===== src/rtl/card_selector.sv =====
// Memory-game card selector: debounced-edge cursor navigation, two-card selection FSM, pair compare.
// Optional build macro SKIP_MATCHED_EN: cursor moves skip over already-paired slots (busy during search).
module card_selector (
  input  logic        clk,
  input  logic        rst,
  input  logic        btn_next,
  input  logic        btn_prev,
  input  logic        btn_sel,
  input  logic [47:0] card_ids,
  input  logic        clear,
  input  logic        new_game,
  output logic [1:0]  cartas_seleccionadas,
  output logic [3:0]  card_a,
  output logic [3:0]  card_b,
  output logic [3:0]  cursor,
  output logic        m,
  output logic        pareja,
  output logic        match_valid,
  output logic [15:0] matched_mask,
  output logic        busy
);

  typedef enum logic [1:0] {IDLE, ONE, TWO, RESULT} state_t;

  state_t     state;
  logic [2:0] sync_n, sync_p, sync_s;
  logic       e_n, e_p, e_s;
  logic       sel_e, mv_fwd, mv_bwd, all_matched, sel_ok;
  logic       busy_q;
  logic [2:0] ids [16];

  for (genvar k = 0; k < 16; k++) begin : g_id
    assign ids[k] = card_ids[3*k +: 3];
  end

  // [0],[1] synchronize; [2] is the delayed copy for rising-edge detection
  always_ff @(posedge clk or posedge rst) begin
    if (rst) begin
      sync_n <= '0;
      sync_p <= '0;
      sync_s <= '0;
    end else begin
      sync_n <= {sync_n[1:0], btn_next};
      sync_p <= {sync_p[1:0], btn_prev};
      sync_s <= {sync_s[1:0], btn_sel};
    end
  end

  assign e_n = sync_n[1] & ~sync_n[2];
  assign e_p = sync_p[1] & ~sync_p[2];
  assign e_s = sync_s[1] & ~sync_s[2];

  // sel beats a coincident move; next+prev together cancel
  assign sel_e       = e_s & ~busy_q;
  assign mv_fwd      = e_n & ~e_p & ~e_s & ~busy_q;
  assign mv_bwd      = e_p & ~e_n & ~e_s & ~busy_q;
  assign all_matched = &matched_mask;
  assign sel_ok      = sel_e & ~matched_mask[cursor] &
                       ((state == IDLE) | ((state == ONE) & (cursor != card_a)));

`ifdef SKIP_MATCHED_EN
  logic       dir_q;
  logic       step_fwd;
  logic [3:0] step;

  assign step_fwd = busy_q ? dir_q : mv_fwd;
  assign step     = step_fwd ? cursor + 4'd1 : cursor - 4'd1;

  // keep stepping while the slot just landed on is already paired
  always_ff @(posedge clk or posedge rst) begin
    if (rst) begin
      cursor <= '0;
      busy_q <= 1'b0;
      dir_q  <= 1'b0;
    end else if (new_game) begin
      cursor <= '0;
      busy_q <= 1'b0;
      dir_q  <= 1'b0;
    end else if (busy_q) begin
      cursor <= step;
      busy_q <= matched_mask[step];
    end else if ((mv_fwd | mv_bwd) & ~all_matched) begin
      cursor <= step;
      busy_q <= matched_mask[step];
      dir_q  <= mv_fwd;
    end
  end
`else
  assign busy_q = 1'b0;

  always_ff @(posedge clk or posedge rst) begin
    if (rst)
      cursor <= '0;
    else if (new_game)
      cursor <= '0;
    else if (mv_fwd & ~all_matched)
      cursor <= cursor + 4'd1;
    else if (mv_bwd & ~all_matched)
      cursor <= cursor - 4'd1;
  end
`endif

  assign busy = busy_q;

  always_ff @(posedge clk or posedge rst) begin
    if (rst) begin
      state                <= IDLE;
      cartas_seleccionadas <= '0;
      card_a               <= '0;
      card_b               <= '0;
      m                    <= 1'b0;
      pareja               <= 1'b0;
      match_valid          <= 1'b0;
      matched_mask         <= '0;
    end else begin
      m           <= 1'b0;
      match_valid <= 1'b0;
      if (new_game) begin
        state                <= IDLE;
        cartas_seleccionadas <= '0;
        pareja               <= 1'b0;
        matched_mask         <= '0;
      end else if (clear) begin
        state                <= IDLE;
        cartas_seleccionadas <= '0;
        pareja               <= 1'b0;
      end else begin
        case (state)
          IDLE: if (sel_ok) begin
            card_a               <= cursor;
            cartas_seleccionadas <= 2'd1;
            m                    <= 1'b1;
            state                <= ONE;
          end
          ONE: if (sel_ok) begin
            card_b               <= cursor;
            cartas_seleccionadas <= 2'd2;
            m                    <= 1'b1;
            state                <= TWO;
          end
          TWO: begin
            pareja      <= (ids[card_a] == ids[card_b]);
            match_valid <= 1'b1;
            if (ids[card_a] == ids[card_b]) begin
              matched_mask[card_a] <= 1'b1;
              matched_mask[card_b] <= 1'b1;
            end
            state <= RESULT;
          end
          default: ;
        endcase
      end
    end
  end

endmodule


===== config.mk =====
export PLATFORM = sky130hd
export DESIGN_NAME = card_selector
export DESIGN_NICKNAME = d
export VERILOG_FILES = /design/src/rtl/card_selector.sv
export SDC_FILE = /design/constraint.sdc
export NUM_CORES = 1
export LEC_CHECK = 0
export CAP_MARGIN = 20
export CORE_ASPECT_RATIO = 0.5
export CORE_UTILIZATION = 48
export DETAILED_ROUTE_END_ITERATION = 16
export GPL_TIMING_DRIVEN = 0
export PLACE_DENSITY = 0.89
export SLEW_MARGIN = 20
export SYNTH_ARGS = -nofsm -noshare
export SYNTH_HDL_FRONTEND = slang
export SYNTH_SLANG_ARGS = --single-unit

===== constraint.sdc =====
create_clock -name clk -period 2.85 [get_ports clk]
set_input_delay 0.7125 -clock clk [delete_from_list [all_inputs] [get_ports clk]]
set_output_delay 0.7125 -clock clk [all_outputs]
set_load 0.005 [all_outputs]

==> results.cfg <==
[route]
via_per_inst = 6.19
first_pass_iters = 5
wl_per_cell_um = 19.7
post-route-drc-count = 0
num_vias = 2765
wl_um = 8790
drt_iter0_drc = 255
antenna_left = 0

[global_routing]
grt_pass1_wl_um = 14300
grtUsageTotal_pct = 28.2
grt_max_degree = 30
grt-ovfl-total = 0
grt_pass1_vias = 2895
antenna_found_initial = 0

[pwr]
leakage_uw = 0.00163
p_per_area_nw_per_um2 = 463
ir_worst_vdd_mv = 0.298

[finish]
nets = 419
multiInputGateArea_um2 = 1780
syn_to_final_growth_pct = 37.3
diodes = 0
final_common_cell = clkdlybuf4s50_1
fillers = 440
fin_util_pct = 69.3
drive_above_1_share_pct = 17.8
final_cell_mix = 87 x clkdlybuf4s50_1, 44 x dfrtp_1, 24 x mux4_2, 23 x inv_1
ff_latch_area_um2 = 1100

[critical_path]
critPathKind = in2reg
setup.worst_path.end_class = flop
ff2ff_setup_slack_ns = 0.23
cp.arrival_ns = 2.95
r2r_start = card_b[1]
startpoint = card_ids[29]
critPathLaunchType = primary input
crit_fanout = 10
crit_required_ns = 3.06

[flow_run]
maxCapViolCount = 0

[sta]
skew_ns = 0.00370
final_hold_viol_count = 0
relSlewSlack_pct = 53.8
tightest_slew_ns = 0.691
finalCriticalPeriod_ns = 2.75
setup_viol = 0
fin_crit_sh_pct = 96.5
finalMaxSlewViolations = 0
fin_ws_ns = 0.101
rsz0062_at_grt = false
whs_ns = 0.349
fmax_mhz = 364

[logic_synthesis]
synthCells = 263
syn_avg_cell_area_um2 = 11.8
syn_nets = 324
yosysWarnings = 0
ys_seq_elements = 44
synth_cell_types = 51
syn_area_um2 = 3110
seq_area_frac_synth_pct = 35.4

[status]
status = finished clean

[clocking]
cts_buffers = 5
cts_hold_buf = 0
cts_sinks = 44
clkSlewWorstSetupHoldPaths_ns = 0.06
clock_latency_ns = 0.29
tritoncts = yes
clock_path_buffers = 2
cts_root_buffer = clkbuf_16
htree_levels = 2
post_cts_buffers = 0

[placed_design]
io_buffers = 87
preCtsSetupSlack_ns = -0.171
gp_congestion = 0.856
place_hpwl_um = 6460

[floorplan]
core-area_um2 = 6160
io_pins = 89
dieArea_um2 = 6820
num_rows = 20
start_util_pct = 50.5
die_x_um = 116
die_height_um = 58.9

[min_path]
min_path_type = reg2reg
hold_start = sync_p[0]
## power by group
group	switching, uW	internal (uW)	total (uW)
clock	252	323	576
combinational	334	372	705
sequential	41.1	655	696
## cells by family after synthesis
group,count (synthesis),share of synthesized area [%]
AOI/OAI and AO/OA,68,18.0
DFF,44,35.4
other,1,0.121
muxes,39,24.2
adders and majority gates,6,2.66
and+or+nand+nor,48,8.93
buffers and inverters,47,7.85
xor gates and xnor gates,10,2.82
## synthesized netlist by cell type (all sizes together)
cell	count	area share (%)
a22oi	13	3.1
mux4	27	20
or2	2	0.40
o311ai	1	0.28
and3b	1	0.28
o21a	2	0.48
nor2b	10	2.0
nand3b	1	0.24
and2	3	0.60
o22ai	17	5.2
nand3	3	0.64
xnor2	9	2.5
a22o	6	1.7
o22a	1	0.28
clkinv	1	0.12
or3	1	0.20
o41ai	1	0.28
nand2	3	0.36
a211oi	2	0.89
ha	5	2.0
a221oi	6	1.7
mux2	11	4.0
dfrtp	44	35
a21oi	6	0.97
nand4	6	1.7
nand2b	3	0.60
nor3	2	0.32
conb	1	0.12
fa	1	0.64
inv	24	2.9
buf	14	3.9
a21boi	1	0.24
a21o	2	0.48
a32oi	4	1.1
nor2	13	1.6
xor2	1	0.28
clkbuf	8	0.97
a2111oi	1	0.28
mux2i	1	0.32
o21ai	5	0.93
## metrics by stage
step	power (uW)	setup TNS (ns)	instances	area, um^2
2_1_floorplan	1150	0	263	3110
3_3_place_gp	1360	-0.966	438	4090
3_5_place_dp	1390	-1.77	439	4110
4_1_cts	1970	0	447	4250
5_1_grt	2070	0	447	4270
6_report	1980	0	447	4270
## layout make-up
cell class	count	share of cell area, %
multi-input cells	172	41.7
flip-flops and latches	44	25.8
repair buffers	88	20.9
plain buffers	22	3.52
clock buffers	5	2.93
well taps	88	2.58
inverters	25	2.20
clock inverters	3	0.440
## timing repair
action / 4_1_cts / 5_1_grt
endpoints found under the setup margin: 0 / 5
endpoints found under the hold margin: 0 / 0
resized for setup: 0 / 2
## flip-flops by register name, indices dropped and copies added, names as in the netlist
register              flops
sync_n                    3
matched_mask             16
sync_s                    3
m                         1
card_b                    4
pareja                    1
sync_p                    3
match_valid               1
cartas_seleccionadas      2
state                     2
card_a                    4
cursor                    4
## per-layer routing
metal / vias to the layer above / wire length, um / track usage [%]
li1: 1197 / - / -
met1: 1377 / 3370 / 35.0
met2: 167 / 4410 / 47.5
met3: 24 / 794 / 8.14
met4: 0 / 220 / 10.4
met5: - / 0 / 0
## path summary, 6_finish.rpt
kind / endpoint / cells past startpoint
worst max-delay path: matched_mask[6] / 8
worst min-delay path: sync_p[1] / 0
worst max register to register: matched_mask[6] / 8
worst min register to register: sync_p[1] / 0
max in group asynchronous: matched_mask[15] / 3
min in group asynchronous: cursor[3] / 2
## critical path, stage by stage
cell	delay (ns)
clkdlybuf4s50_1	0.41
mux4_1	0.50
a22o_1	0.26
a221oi_1	0.28
xnor2_1	0.21
nand4_4	0.24
buf_12	0.22
o22ai_2	0.11
Power figures use the tool's default switching activity.
